==> config.mk <==
export PLATFORM = sky130hd
export DESIGN_NAME = caravel_clock_gen
export DESIGN_NICKNAME = d
export VERILOG_FILES = /design/src/rtl/clock_gen_pkg.sv /design/src/rtl/clock_gen_ch.sv /design/src/rtl/caravel_clock_gen.sv
export SDC_FILE = /design/constraint.sdc
export NUM_CORES = 1
export LEC_CHECK = 0
export ABC_AREA = 1
export BUFFER_PORTS_ARGS = -buffer_cell sky130_fd_sc_hd__buf_2
export CORE_MARGIN = 8
export CORE_UTILIZATION = 58
export CTS_CLUSTER_DIAMETER = 200
export DETAILED_ROUTE_END_ITERATION = 8
export MAX_ROUTING_LAYER = met4
export PLACE_DENSITY = 0.9
export SYNTH_ARGS = -nofsm -noshare
export SYNTH_HDL_FRONTEND = slang
export SYNTH_SLANG_ARGS = --single-unit
export TNS_END_PERCENT = 10
==> constraint.sdc <==
create_clock -name pll_clk -period 3.8 [get_ports pll_clk]
set_clock_uncertainty 0.05 [all_clocks]
set_input_delay 0 -clock pll_clk [delete_from_list [all_inputs] [get_ports pll_clk]]
set_output_delay 0 -clock pll_clk [all_outputs]
set_load 0.01 [all_outputs]
==> src/rtl/clock_gen_pkg.sv <==
// Shared constants, state encoding and divisor helper for the multi-channel clock generator.
package clock_gen_pkg;

  localparam int unsigned GAP_CYCLES = 2;
  localparam int unsigned MIN_DIV    = 2;
  localparam int unsigned GAP_W      = 2;

  typedef logic [1:0] state_t;

  localparam state_t ST_EXT   = 2'd0;
  localparam state_t ST_DRAIN = 2'd1;
  localparam state_t ST_GAP   = 2'd2;
  localparam state_t ST_PLL   = 2'd3;

  // Effective divisor: 0 and 1 behave as the minimum divisor.
  function automatic int unsigned neff(input int unsigned n);
    return (n < MIN_DIV) ? MIN_DIV : n;
  endfunction

endpackage

==> src/rtl/clock_gen_ch.sv <==
// One output channel: divide counter, divisor register, req/ack handshake and drain freeze flag.
module clock_gen_ch
  import clock_gen_pkg::*;
#(
  parameter int unsigned DIVW     = 4,
  parameter int unsigned DIV_INIT = 2
) (
  input  logic            pll_clk,
  input  logic            resetb,
  input  state_t          state,
  input  logic            from_ext,
  input  logic            ext_sync,
  input  logic [DIVW-1:0] div_n,
  input  logic            div_req,
  output logic            div_ack,
  output logic            clk_out,
  output logic            frozen
);

  logic [DIVW-1:0] cnt_q;
  logic [DIVW-1:0] div_q;
  logic [DIVW-1:0] neff_v;
  logic [DIVW-1:0] half_v;
  logic            high_v;
  logic            wrap_v;
  logic            load_v;

  // Period decode; PLL-mode loads wait for the wrap so a period is never cut short.
  always_comb begin
    neff_v = DIVW'(neff(32'(div_q)));
    half_v = DIVW'((32'(neff_v) + 32'd1) >> 1);
    high_v = (cnt_q < half_v);
    wrap_v = (cnt_q == (neff_v - DIVW'(1)));
    load_v = div_req & ~div_ack & ((state != ST_PLL) | wrap_v);
  end

  always_ff @(posedge pll_clk or negedge resetb) begin
    if (!resetb) begin
      cnt_q   <= '0;
      div_q   <= DIVW'(DIV_INIT);
      div_ack <= 1'b0;
      clk_out <= 1'b0;
      frozen  <= 1'b0;
    end else begin
      case (state)
        ST_EXT: begin
          clk_out <= ext_sync;
          cnt_q   <= '0;
          frozen  <= 1'b0;
        end
        ST_DRAIN: begin
          // Freeze only where the output would be low anyway, so no runt is produced.
          if (frozen) begin
            clk_out <= 1'b0;
          end else if (from_ext) begin
            clk_out <= ext_sync;
            frozen  <= ~ext_sync;
          end else if (high_v) begin
            clk_out <= 1'b1;
            cnt_q   <= cnt_q + DIVW'(1);
          end else begin
            clk_out <= 1'b0;
            frozen  <= 1'b1;
          end
        end
        ST_GAP: begin
          clk_out <= 1'b0;
          cnt_q   <= '0;
          frozen  <= 1'b0;
        end
        default: begin
          clk_out <= high_v;
          cnt_q   <= wrap_v ? '0 : cnt_q + DIVW'(1);
          frozen  <= 1'b0;
        end
      endcase

      if (load_v) begin
        div_q   <= div_n;
        div_ack <= 1'b1;
      end else if (!div_req) begin
        div_ack <= 1'b0;
      end
    end
  end

endmodule

==> src/rtl/caravel_clock_gen.sv <==
// Multi-channel clock generator: PLL/ext source FSM with glitch-free switching,
// input synchronisers, staged reset and NCH divider channels.
module caravel_clock_gen
  import clock_gen_pkg::*;
#(
  parameter int unsigned NCH         = 2,
  parameter int unsigned DIVW        = 4,
  parameter int unsigned DIV_INIT    = 2,
  parameter int unsigned SYNC_STAGES = 2,
  parameter int unsigned RST_STAGES  = 3
) (
  input  logic                pll_clk,
  input  logic                resetb,
  input  logic                ext_clk,
  input  logic                ext_clk_sel,
  input  logic                ext_reset,
  input  logic [NCH*DIVW-1:0] div_n,
  input  logic [NCH-1:0]      div_req,
  output logic [NCH-1:0]      div_ack,
  output logic [NCH-1:0]      clk_out,
  output logic                src_pll,
  output logic                switching,
  output logic                resetb_sync
);

  logic [SYNC_STAGES-1:0] ext_sr;
  logic [SYNC_STAGES-1:0] sel_sr;
  logic [RST_STAGES-1:0]  rst_sr;
  logic                   ext_sync;
  logic                   sel_sync;

  state_t                 state_q;
  state_t                 state_nxt;
  logic                   from_ext_q;
  logic                   from_ext_nxt;
  logic [GAP_W-1:0]       gap_q;
  logic [GAP_W-1:0]       gap_nxt;
  logic                   src_pll_nxt;
  logic                   switching_nxt;
  logic [NCH-1:0]         frozen;

  assign ext_sync    = ext_sr[SYNC_STAGES-1];
  assign sel_sync    = sel_sr[SYNC_STAGES-1];
  assign resetb_sync = ~(rst_sr[0] | ext_reset);

  // Select chain resets to "ext" so it agrees with the reset state and no switch fires on release.
  always_ff @(posedge pll_clk or negedge resetb) begin
    if (!resetb) begin
      ext_sr <= '0;
      sel_sr <= '1;
      rst_sr <= '1;
    end else begin
      ext_sr <= {ext_sr[SYNC_STAGES-2:0], ext_clk};
      sel_sr <= {sel_sr[SYNC_STAGES-2:0], ext_clk_sel};
      rst_sr <= rst_sr >> 1;
    end
  end

  always_ff @(posedge pll_clk or negedge resetb) begin
    if (!resetb) begin
      state_q    <= ST_EXT;
      from_ext_q <= 1'b0;
      gap_q      <= '0;
      src_pll    <= 1'b0;
      switching  <= 1'b0;
    end else begin
      state_q    <= state_nxt;
      from_ext_q <= from_ext_nxt;
      gap_q      <= gap_nxt;
      src_pll    <= src_pll_nxt;
      switching  <= switching_nxt;
    end
  end

  // Source FSM; a switch always runs to completion before sel is looked at again.
  always_comb begin
    state_nxt    = state_q;
    from_ext_nxt = from_ext_q;
    gap_nxt      = gap_q;
    case (state_q)
      ST_EXT: begin
        if (!sel_sync) begin
          state_nxt    = ST_DRAIN;
          from_ext_nxt = 1'b1;
        end
      end
      ST_DRAIN: begin
        if (&frozen) begin
          state_nxt = ST_GAP;
          gap_nxt   = '0;
        end
      end
      ST_GAP: begin
        if (gap_q == GAP_W'(GAP_CYCLES - 1)) begin
          state_nxt = from_ext_q ? ST_PLL : ST_EXT;
        end else begin
          gap_nxt = gap_q + GAP_W'(1);
        end
      end
      default: begin
        if (sel_sync) begin
          state_nxt    = ST_DRAIN;
          from_ext_nxt = 1'b0;
        end
      end
    endcase
    src_pll_nxt   = (state_nxt == ST_PLL);
    switching_nxt = (state_nxt == ST_DRAIN) | (state_nxt == ST_GAP);
  end

  for (genvar i = 0; i < NCH; i++) begin : g_ch
    clock_gen_ch #(
      .DIVW     (DIVW),
      .DIV_INIT (DIV_INIT)
    ) u_ch (
      .pll_clk  (pll_clk),
      .resetb   (resetb),
      .state    (state_q),
      .from_ext (from_ext_q),
      .ext_sync (ext_sync),
      .div_n    (div_n[i*DIVW +: DIVW]),
      .div_req  (div_req[i]),
      .div_ack  (div_ack[i]),
      .clk_out  (clk_out[i]),
      .frozen   (frozen[i])
    );
  end

endmodule

# Word-level counts from Yosys, hierarchy flattened
# Index checks and enable logic that the tools add are counted.
[totals] ff_bits=36 latchBits=0 ramBits=0 rom_bits=0 output_inout_bits=7 word_cells=115 memories=0
[op_classes] addsub=7 multipliers=0 div_mod_pow=0 order_cmp=4 n_eq_ne=19 shift=0 n_mux=44 n_bitwise=13 n_reduce_logical=10
[ops] operator="$mux W4" count=10
[ops] operator="$mux W1" count=20
[ops] operator="$pmux W4 S2" count=2
[ops] operator="$mux W2" count=7
[ops] operator="$ne A2 B2 Y1 const B" count=7
[ops] operator="$reduce_and A3 Y1" count=4
[ops] operator="$add A4 B1 Y5 const B" count=2
[ops] operator="$add A4 B1 Y4 const B" count=2
[ops] operator="$eq A4 B4 Y1" count=2
[ops] operator="$lt A4 B2 Y1 const B" count=2
[ops] operator="$lt A4 B4 Y1" count=2
[ops] operator="$ne A2 B1 Y1 const B" count=4
[ops] operator="$sub A4 B1 Y4 const B" count=2
[ops] operator="$eq A2 B1 Y1 const B" count=3
[ops] operator="$eq A2 B2 Y1 const B" count=3
[ops] operator="$pmux W1 S3" count=2
[ops] operator="$pmux W2 S3" count=1
[ops] operator="$not A1 Y1" count=5
[ops] operator="$and A1 B1 Y1" count=4
[ops] operator="$or A1 B1 Y1" count=4
[ops] operator="$pmux W2 S2" count=1
[ops] operator="$reduce_bool A2 Y1" count=2
[ops] operator="$reduce_or A2 Y1" count=2
[ops] operator="$add A2 B1 Y2 const B" count=1
[ops] operator="3 further kinds" count=3

# Depth between registers and ports, before layout
# Gate-level depths: netlist of run 1.
[depth] depth_word=8 depth_mapped=17 mapped_depth_nobuf=16

# By module
# Synthesis of run 1 repeated with hierarchy kept, for this count alone.
[hier_totals] hier_cells=298 hier_area_um2=2238.4
[by_module_without_submodules] module="clock_gen_ch at g_ch[1].u_ch" n_inst=1 cells_per_inst=117 area_per_inst_um2=819.5 seq_area_each_um2=276.5
[by_module_without_submodules] module="clock_gen_ch at g_ch[0].u_ch" n_inst=1 cells_per_inst=119 area_per_inst_um2=809.5 seq_area_each_um2=276.5
[by_module_without_submodules] module="caravel_clock_gen" n_inst=1 cells_per_inst=62 area_per_inst_um2=609.3 seq_area_each_um2=356.6

# Least setup slack after synthesis of run 1
# No wires, ideal clock.
[synth_path] path_type="flip-flop to flip-flop" startpoint="register g_ch[0].u_ch.div_q[2]" endpoint="register g_ch[0].u_ch.cnt_q[2]" setup_time_ns=0.065 arrival_ns=1.958 setup_slack_ns=1.727 stages_incl_launch_ff=18 period_less_slack_ns=2.073 path_cell_list="dfrtp_1 buf_2 nor2_1 nand2_1 nand2_1 inv_1 ha_1 xnor2_1 ha_1 nand2_1 nand2_1 nand2_1 nand3_1 nand2_1 inv_2 nor2_1 nand2_1 nand2_1"
[synth_between] elab_chain_cells=6 word_cells_on_any_way=10 classes_between="add/sub (2); order compare (2); eq/ne (2); mux (3); reduce/logical (1)"
[synth_rtl] element="start: declaration" line_no="clock_gen_ch.sv:21" rtl="logic [DIVW-1:0] div_q;"
[synth_rtl] element="start signal: assignment" line_no="clock_gen_ch.sv:40" rtl="div_q <= DIVW'(DIV_INIT);"
[synth_rtl] element="start signal: assignment" line_no="clock_gen_ch.sv:79" rtl="div_q <= div_n;"
[synth_rtl] element="$lt A4 B2 Y1" line_no="clock_gen_pkg.sv:17" rtl="return (n < MIN_DIV) ? MIN_DIV : n;"
[synth_rtl] element="$mux W4 (*)" line_no="clock_gen_pkg.sv:17"
[synth_rtl] element="$add A4 B1 Y5 or $sub A4 B1 Y4 (tied branches)" line_no="clock_gen_ch.sv:31, clock_gen_ch.sv:33"
[synth_rtl] element="$lt A4 B4 Y1 or $eq A4 B4 Y1 (tied branches)" line_no="clock_gen_ch.sv:32, clock_gen_ch.sv:33"
[synth_rtl] element="$ne A2 B1 Y1 (no line) or $mux W4 (tied branches)"
[synth_rtl] element="$reduce_and A3 Y1 (no line) or $pmux W4 S2 (tied branches)"
[synth_rtl] element="end signal: assignment" line_no="clock_gen_ch.sv:60" rtl="cnt_q <= cnt_q + DIVW'(1);"
[synth_rtl] element="end signal: assignment" line_no="clock_gen_ch.sv:73" rtl="cnt_q <= wrap_v ? '0 : cnt_q + DIVW'(1);"
[synth_rtl] element="end: declaration" line_no="clock_gen_ch.sv:20" rtl="logic [DIVW-1:0] cnt_q;"
# Mark *: on every way between the ends. The rest lies on a longest branch, timed or not.
# A chain may end at the register's enable or synchronous reset.

# Final worst setup path of run 1
# Same ends and word-level chain as after synthesis.

==> flow_summary.toml, run 1 <==
[run_status]
outcome = "complete, no violations"

[synthesis]
synth_nets = 330
synth_cells = 296
yosysMostFrequentCell = "nand2_1"
synth.distinct_cells = 29
muxShareOfSynthArea = 0
synthesis.area_mm2 = 0.00226
synth.area.top_cells = "dfrtp_1 32%, nand2_1 14%, ha_1 11%, dfstp_2 8.1%, nand3_1 7.7%"
ys_warn_count = 0
avgSynthCellArea_um2 = 7.65
synth_xor_area_frac = 0.0271
synth.top_cell.area_share = 0.321
synth_edf_count = 0
synth_top_family_by_area = "simple AND/OR/NAND/NOR gates"
async_flop_share = 1.00
ys_seq_elements = 36
synthSimpleGateAreaFrac = 0.294
synthFlopType = "dfrtp_1"
synth_commonest_cells = "83 x nand2_1, 35 x nand3_1, 34 x inv_1, 29 x dfrtp_1, 23 x nor2_1"
synth-seq-area-share = 0.402
yosysTopAreaCell = "dfrtp_1"
synth_compound_area_frac = 0.0785
synthAdderAreaFrac = 0.105

[clock_network]
numClockSinks = 36
insertion_delay_ns = 0.29
cts_made_buffers = 5
tritoncts = "built"
cts_root_buf = "clkbuf_8"
ctsHtreeMaxLevel = 2
path_clk_slew_ns = 0.07
cts_resized = 0
clk_path_buf_depth = 2
post-cts-setup-buffers = 0

[placement]
gp_congestion = 0.849
hpwl_um = 3260
placed_area_mm2 = 0.00236
io_buffers = 21

[pwr]
pwr_density_cell_mw_per_mm2 = 746
power_leakage_nw = 1.37
vdd_ir_drop_max_mv = 0.455

[setup_path]
path_class = "reg2reg"
cp-start-kind = "register"
end_kind = "register"
path_max_fanout = 8
crit_required_ns = 3.98
cp_data_arrival_time_ns = 2.50

[timing]
max_freq_ghz = 0.431
worstMarginPinSlew_ns = 0.760
setup_tns_ns = 0
min_period_ns = 2.32
slew_headroom = 0.493
hold_violations = 0
report.final.slew_viol_count = 0
setup_viol = 0
rsz0062_at_grt = "false"
min_period_over_period = 0.611
whs_ns = 0.185

[layout]
fillCellCount = 282
syn2layout_area_growth_pct = 15.0
seqCellArea_um2 = 910
diodes = 0
layout-drive-gt1-share = 0.149
fin_nets = 361
postLayoutCoreUtil = 0.701
multi_input_area_mm2 = 0.00114
fin_area_mm2 = 0.00260

[job]
cap_violations = 0

[die]
die_area_mm2 = 0.00616
io_pins = 22
initial_core_util = 0.609
fp.coreArea_mm2 = 0.00372
rows = 22
fp.dieH_um = 78.5
die_w_um = 78.5

[global_routing]
grt_max_degree = 37
antenna_found_initial = 0
grt_pass1_vias = 1918
grt_pass1_wl_um = 8110
grt_use_total = 0.166
grt_overflow = 0

[route]
dr.pass1.iters = 4
ant_nets = 0
drtIter0Drc = 137
viasPerCell = 5.31
wl_um = 4850
drc = 0
vias = 1996
avgRoutedWirePerCell_um = 12.9

[min_path]
hold_path.class = "in2out"
layout make-up:
type,instances,share of cell area
clock buffers,5,0.0264
clock inverters,3,0.0163
multi-input cells,212,0.440
well taps,48,0.0231
flip-flops and latches,36,0.349
repair buffers,34,0.0903
inverters,38,0.0548
layer usage:
metal / global-route usage / vias up / part of all wire
li1: - / 1000 / -
met1: 0.173 / 931 / 0.42
met2: 0.300 / 54 / 0.51
met3: 0.0399 / 11 / 0.050
met4: 0.0556 / 0 / 0.019
met5: - / - / 0
per-stage QoR:
| stage | power, mW | setup WS [ns] | instances |
|---|---|---|---|
| 3_5_place_dp | 1.59 | 1.53 | 355 |
| 4_1_cts | 1.94 | 1.48 | 376 |
| 5_1_grt | 2.12 | 1.23 | 376 |
| 2_1_floorplan | 1.39 | 1.73 | 296 |
| 3_3_place_gp | 1.54 | 1.60 | 355 |
| 6_report | 1.94 | 1.48 | 376 |
worst max-delay path: stages (launching register included):
cell and delay [ns]:
dfrtp_1 0.48, nor2_1 0.18, nand2_1 0.09, nand2_1 0.09
inv_1 0.05, ha_1 0.22, xnor2_1 0.18, ha_1 0.25
nand2_1 0.06, nand2_1 0.05, nand2_1 0.07, nand3_1 0.12
nand2_1 0.13, inv_2 0.07, nor2_1 0.08, nand2_1 0.06
nand2_1 0.06
state kept, by name (all words and copies together), names as in the netlist:
signal,count
switching,1
ext_sr,2
state_q,2
gap_q,2
g_ch.u_ch.div_ack,2
g_ch.u_ch.div_q,8
src_pll,1
g_ch.u_ch.clk_out,2
g_ch.u_ch.cnt_q,8
sel_sr,2
g_ch.u_ch.frozen,2
from_ext_q,1
rst_sr,3
cells by family after synthesis:
family          Yosys count
fa+ha+maj                19
xor+xnor                  7
compound gates           32
flops                    36
other cells               1
simple gates            153
buf+inv                  48
power by group:
group / switching, mW / leakage, nW / internal (mW)
sequential: 0.147 / 0.441 / 0.503
clock: 0.140 / 0.0541 / 0.194
combinational: 0.594 / 0.876 / 0.364
total: 0.881 / 1.37 / 1.06
repair_timing:
item / 4_1_cts / 5_1_grt
endpoints found under the setup margin: 0 / 0
hold endpoints to repair: 41 / 0
hold buffers: 13 / 0
path summary, 6_finish.rpt:
path                                                   startpoint                                end  slack [ns]  depth (start not counted)
worst min-delay path                                    ext_reset                        resetb_sync        0.19                          3
max in group asynchronous                                  resetb  g_ch[0].u_ch.cnt_q[0]$_DFFE_PN0P_        2.94                          2
min in group asynchronous                                  resetb                switching$_DFF_PN0_        0.28                          2
worst max register to register  g_ch[0].u_ch.div_q[2]$_DFFE_PN0P_  g_ch[0].u_ch.cnt_q[2]$_DFFE_PN0P_        1.48                         16
worst min register to register                ext_sr[0]$_DFF_PN0_                ext_sr[1]$_DFF_PN0_        0.30                          0
worst max-delay path            g_ch[0].u_ch.div_q[2]$_DFFE_PN0P_  g_ch[0].u_ch.cnt_q[2]$_DFFE_PN0P_        1.48                         16
cells in the final DEF (no fill, tap or decap), types with 5 or more instances in the layout:
master / synthesis / layout
buf_2: 5 / 21
dlygate4sd3_1: 0 / 13
inv_1: 34 / 34
a21oi_1: 15 / 15
dfrtp_1: 29 / 29
nor2_1: 23 / 23
nand2_1: 83 / 83
dfstp_2: 7 / 7
o21ai_0: 9 / 9
nand3_1: 35 / 35
clkbuf_8: 0 / 5
ha_1: 19 / 19
Note: power is estimated with default switching activity, not from simulation.
==> run 2: changes to the inputs <==
ABC_AREA = 0   (was 1)
clock period = 2.2 ns   (was 3.8 ns; I/O delays follow)
==> run 2 against run 1 <==
  * Largest power group unchanged
  * Power grew 120%
  * Via count grew 2.4%
  * Utilization grew 11 points
  * Synthesized area shrank 2.1%
  * The run now ends with negative setup slack left
  * Critical endpoint unchanged
==> flow_summary.toml, run 2 <==
[run_status]
outcome = "finished, violations left"
violations = "negative setup slack"

[synthesis]
async_flop_share = 1.00
synth.distinct_cells = 53
synth.area.top_cells = "dfrtp_1 33%, ha_1 11%, dfstp_2 8.3%, a21oi_1 3.2%, mux2_4 2.7%"
synthFlopType = "dfrtp_1"
avgSynthCellArea_um2 = 10.3
ys_warn_count = 0
yosysMostFrequentCell = "dfrtp_1"
ys_seq_elements = 36
synth_cells = 216
synthesis.area_mm2 = 0.00222
synth-seq-area-share = 0.411
yosysTopAreaCell = "dfrtp_1"
synth_nets = 250
synth_commonest_cells = "29 x dfrtp_1, 19 x ha_1, 14 x a21oi_1, 14 x nand2_1, 13 x inv_1"
synth.top_cell.area_share = 0.327
synth_edf_count = 0

[timing]
min_period_over_period = 1.24
report.final.slew_viol_count = 0
worst_slack_ns = -0.534
max_freq_ghz = 0.366
slew_headroom = 0.459
setup_viol = 20
worstMarginPinSlew_ns = 0.812
hold_violations = 0
whs_ns = 0.189
rsz0062_at_grt = "true"
min_period_ns = 2.73

[layout]
diodes = 0
biggestRegsByFlops = "g_ch.u_ch.cnt_q x8, g_ch.u_ch.div_q x8, rst_sr x3"
final_common_cell = "dfrtp_1"
postLayoutCoreUtil = 0.806
fin_nets = 309
final_cell_mix = "29 x dfrtp_1, 26 x buf_4, 21 x buf_2"
syn2layout_area_growth_pct = 33.2
stdcell_count = 324
layout-drive-gt1-share = 0.388

[die]
die_w_um = 77.8
initial_core_util = 0.605
fp.dieH_um = 77.8
io_pins = 22
rows = 22
fp.coreArea_mm2 = 0.00366
die_area_mm2 = 0.00605

[route]
drtIter0Drc = 140
avgRoutedWirePerCell_um = 20.5
ant_nets = 0
drc = 0
wl_um = 6650
viasPerCell = 6.31
dr.pass1.iters = 4
vias = 2044

[min_path]
worstHoldEndpoint = "resetb_sync"
worstHoldStart = "ext_reset"
hold_path.class = "in2out"
min_path_cells = 3

[setup_path]
cp-start-kind = "register"
reg2reg_slack_ns = -0.53
critPathMaxStageDelay_ns = 0.41
crit_required_ns = 2.32
cp_top_family = "compound AO/OA/AOI/OAI gates"
end_kind = "register"
path_class = "reg2reg"
path_max_fanout = 5
crit_slowest_cell = "dfrtp_1"
cp_data_arrival_time_ns = 2.85
r2r_end = "g_ch[0].u_ch.cnt_q[2]$_DFFE_PN0P_"
path_cells = "or2_4 -> o21ai_4 -> inv_2 -> ha_4 -> xnor2_2 -> ha_1 -> a21oi_2 -> o211ai_1 -> o21ai_2 -> buf_4 -> mux2i_1 -> a211oi_1"
timing.rr.start = "g_ch[0].u_ch.div_q[2]$_DFFE_PN0P_"
critPathBufInv = 2
r2r_cells = 12

[global_routing]
grt_pass1_vias = 1965
grt_overflow = 0
globalRouteMet2Util = 0.317
grt_max_degree = 37
met1_usage = 0.241
top_usage_layer = "met2"
grt_pass1_wl_um = 9620
antenna_found_initial = 0
met3_usage = 0.0553
grt_use_total = 0.203

[clock_network]
numClockSinks = 36
ctsHtreeMaxLevel = 2
path_clk_slew_ns = 0.08
cts_root_buf = "clkbuf_8"
tritoncts = "built"
cts_made_buffers = 5
insertion_delay_ns = 0.30
clk_path_buf_depth = 2

[pwr]
power_leakage_nw = 1.32
pwr_density_cell_mw_per_mm2 = 1420
vdd_ir_drop_max_mv = 0.683

[placement]
dp.cells = 296
dp_slack_ns = -0.345
io_buffers = 21
hpwl_um = 3390
gp_congestion = 0.858

[job]
cap_violations = 0
-- run 2: worst max path at each step --
stage | from | endpoint | slack (ns) | cells past startpoint
6_report | g_ch[0].u_ch.div_q[2]$_DFFE_PN0P_ | g_ch[0].u_ch.cnt_q[2]$_DFFE_PN0P_ | -0.53 | 12
5_1_grt | g_ch[0].u_ch.div_q[2]$_DFFE_PN0P_ | g_ch[0].u_ch.cnt_q[2]$_DFFE_PN0P_ | -0.61 | 12
3_3_place_gp | g_ch[0].u_ch.div_q[2]$_DFFE_PN0P_ | g_ch[0].u_ch.cnt_q[3]$_DFFE_PN0P_ | -0.22 | 11
2_1_floorplan | g_ch[0].u_ch.div_q[2]$_DFFE_PN0P_ | g_ch[0].u_ch.cnt_q[2]$_DFFE_PN0P_ | -0.31 | 12
3_5_place_dp | g_ch[0].u_ch.div_q[2]$_DFFE_PN0P_ | g_ch[0].u_ch.cnt_q[2]$_DFFE_PN0P_ | -0.34 | 11
4_1_cts | g_ch[0].u_ch.div_q[2]$_DFFE_PN0P_ | g_ch[0].u_ch.cnt_q[2]$_DFFE_PN0P_ | -0.25 | 11
-- run 2: routing by layer --
| layer | part of all wire | up-vias |
|---|---|---|
| met5 | 0 | - |
| li1 | - | 885 |
| met3 | 0.070 | 45 |
| met2 | 0.49 | 119 |
| met4 | 0.056 | 0 |
| met1 | 0.39 | 995 |
-- run 2: stage by stage --
| stage | TNS, ns | power (mW) | cell area [µm²] |
|---|---|---|---|
| 2_1_floorplan | -2.22 | 2.35 | 2230 |
| 5_1_grt | -7.19 | 4.42 | 2950 |
| 3_3_place_gp | -2.44 | 2.81 | 2480 |
| 6_report | -5.20 | 4.20 | 2950 |
| 3_5_place_dp | -3.59 | 2.91 | 2480 |
| 4_1_cts | -2.35 | 3.72 | 2840 |
-- run 2: report_power, final --
part	internal, mW	total (mW)	switching (mW)
sequential	0.862	1.10	0.235
clock	0.400	0.659	0.259
combinational	1.15	2.44	1.29
-- run 2: cells by family after synthesis --
group                      Yosys count  share of synthesized area
AOI/OAI and AO/OA                   58                      0.185
adders and majority gates           20                      0.112
and+or+nand+nor                     58                      0.142
buffers and inverters               23                     0.0531
xor gates and xnor gates            10                     0.0395
other                                1                    0.00169
DFF                                 36                      0.411
muxes                               10                     0.0565
-- run 2: final cells by class --
class,instances,area [µm²]
sequential,36,910
clock inverter,1,30.0
inverter,13,48.8
timing repair buffer,62,453
multi-input combinational,157,1350
clock buffer,7,96.3
tap,48,60.1
fill,182,709
-- run 2: what timing repair did --
action | CTS | global route
hold buffers | 13 | 0
hold endpoints to repair | 41 | 0
gates resized for setup | 17 | 12
pin swaps | 8 | 7
endpoints found under the setup margin | 20 | 20
setup buffers | 2 | 5
-- run 2: tightest hold or removal path, stage by stage --
cell and delay (ns):
buf_2 0.08, nor2_1 0.03, buf_2 0.13
==> run 3: changes to the inputs <==
CORE_ASPECT_RATIO = 0.8   (was unset)
SKIP_LAST_GASP = 1   (was unset)
==> run 3 against run 2 <==
  * The flow still finishes with violations (negative setup slack)
  * Design area fell by 1.2%
  * Non-clock buffer count rose by 4
  * Clock power decreased by 19%
  * Register-to-register slack better by 0.02 ns
  * Cell count unchanged
  * Utilization fell by 2.4 points
==> flow_summary.toml, run 3 (synthesis gave the netlist of run 2 again) <==
[run_status]
outcome = "finished, violations left"
violations = "negative setup slack"

[pwr]
vdd_ir_drop_max_mv = 1.05
power_frac_clock = 0.124
pwr_density_cell_mw_per_mm2 = 1480
power.internal_mw = 2.36
p_sw_mw = 1.96
p_seq_frac = 0.260
combinationalPowerShare = 0.616
power_leakage_nw = 1.32
switching_share = 0.454

[timing]
worstMarginPinSlew_ns = 0.825
setup_viol = 21
min_period_over_period = 1.24
max_freq_ghz = 0.368
report.final.slew_viol_count = 0
hold_violations = 0
slew_headroom = 0.450
worst_slack_ns = -0.519
rsz0062_at_grt = "true"
min_period_ns = 2.72

[setup_path]
r2r_end = "g_ch[1].u_ch.cnt_q[1]$_DFFE_PN0P_"
path_max_fanout = 4
r2r_cells = 13
cp_data_arrival_time_ns = 2.92
path_class = "reg2reg"
crit_required_ns = 2.40
cp-start-kind = "register"
end_kind = "register"
crit_start = "g_ch[1].u_ch.div_q[3]$_DFFE_PN0P_"
reg2reg_slack_ns = -0.52
timing.rr.start = "g_ch[1].u_ch.div_q[3]$_DFFE_PN0P_"

[min_path]
min_path_cells = 3
worstHoldEndpoint = "resetb_sync"
worstHoldStart = "ext_reset"
hold_path.class = "in2out"

[global_routing]
antenna_found_initial = 0
grt_max_degree = 37
grt_pass1_vias = 2218
grt_use_total = 0.260
grt_overflow = 0
grt_pass1_wl_um = 12000

[layout]
syn2layout_area_growth_pct = 31.6
fin_nets = 313
postLayoutCoreUtil = 0.782
fin_area_mm2 = 0.00292
final_common_cell = "dfrtp_1"
stdcell_count = 324
seqCellArea_um2 = 911
multi_input_area_mm2 = 0.00131
final_cell_mix = "28 x dfrtp_1, 27 x buf_4, 21 x buf_2"
fillCellCount = 171
diodes = 0
layout-drive-gt1-share = 0.396
biggestRegsByFlops = "g_ch.u_ch.cnt_q x8, g_ch.u_ch.div_q x8, rst_sr x3"

[route]
wl_um = 8070
avgRoutedWirePerCell_um = 24.9
vias = 2261
drc = 0
ant_nets = 0
dr.pass1.iters = 7
drtIter0Drc = 471
viasPerCell = 6.98

[clock_network]
tritoncts = "built"
path_clk_slew_ns = 0.09
insertion_delay_ns = 0.31
cts_made_buffers = 5
numClockSinks = 36
ctsHtreeMaxLevel = 2
cts_root_buf = "clkbuf_8"
clk_path_buf_depth = 2

[die]
fp.coreArea_mm2 = 0.00373
rows = 20
initial_core_util = 0.594
die_area_mm2 = 0.00607
die_w_um = 85.1
io_pins = 22
fp.dieH_um = 71.3

[placement]
gp_congestion = 0.846
placed_area_mm2 = 0.00248
io_buffers = 21
dp.cells = 292
hpwl_um = 3760

[job]
cap_violations = 0
run 3: changes by cell type in the layout (fill, tap and decap cells not counted), sizes merged:
cell and delta:
clkinv +1, clkbuf -1, bufinv -1, inv +1
buf +4
run 3: area by class of cell:
class,instances,area share
well taps,44,0.0189
clock inverters,2,0.00472
repair buffers,66,0.169
flip-flops and latches,36,0.312
inverters,13,0.0167
multi-input cells,157,0.450
clock buffers,6,0.0283
run 3: power groups by stage:
| stage | registers, mW | logic, mW | clock network (mW) |
|---|---|---|---|
| 2_1_floorplan | 1.02 | 1.33 | 0 |
| 6_report | 1.12 | 2.66 | 0.537 |
| 3_5_place_dp | 1.07 | 1.88 | 0 |
| 3_3_place_gp | 1.05 | 1.78 | 0 |
| 5_1_grt | 1.13 | 2.77 | 0.560 |
| 4_1_cts | 1.07 | 2.17 | 0.508 |
run 3: repair_timing:
item / in CTS / in global routing
gates resized for setup: 16 / 14
endpoints found under the hold margin: 41 / 0
buffers inserted: 6 / 5
cloned: 0 / 0
endpoints found under the setup margin: 19 / 21
hold buffers: 13 / 0
pin swaps: 15 / 10
run 3: metrics by stage:
step / setup WS, ns / TNS [ns] / hold WS, ns / power (mW)
after floorplan: -0.306 / -2.22 / -0.346 / 2.35
after CTS: -0.255 / -4.32 / 0.185 / 3.74
after detailed placement: -0.393 / -4.58 / 0.0593 / 2.95
after global routing: -0.538 / -9.06 / 0.211 / 4.47
after global placement: -0.303 / -3.00 / 0.0550 / 2.83
final: -0.519 / -8.24 / 0.209 / 4.32
run 3: per-layer routing:
metal | global-route usage | part of all wire
met2 | 0.393 | 0.44
met4 | 0.159 | 0.064
met3 | 0.0846 | 0.11
met5 | - | 0
met1 | 0.297 | 0.38
run 3: worst max path at each step:
stage | end
after floorplan | g_ch[0].u_ch.cnt_q[2]$_DFFE_PN0P_
after global placement | g_ch[1].u_ch.cnt_q[0]$_DFFE_PN0P_
after detailed placement | g_ch[1].u_ch.cnt_q[0]$_DFFE_PN0P_
after CTS | g_ch[1].u_ch.cnt_q[3]$_DFFE_PN0P_
after global routing | g_ch[0].u_ch.cnt_q[2]$_DFFE_PN0P_
final | g_ch[1].u_ch.cnt_q[1]$_DFFE_PN0P_
run 3: worst max-delay path: stages (launching register included):
cell	delay, ns
dfrtp_1	0.43
buf_4	0.15
nor2_2	0.04
nor2_2	0.13
inv_1	0.08
ha_2	0.21
xnor2_2	0.14
ha_1	0.33
a21oi_2	0.18
o211ai_1	0.15
o21a_2	0.27
buf_6	0.14
nor2b_1	0.17
a22o_1	0.18
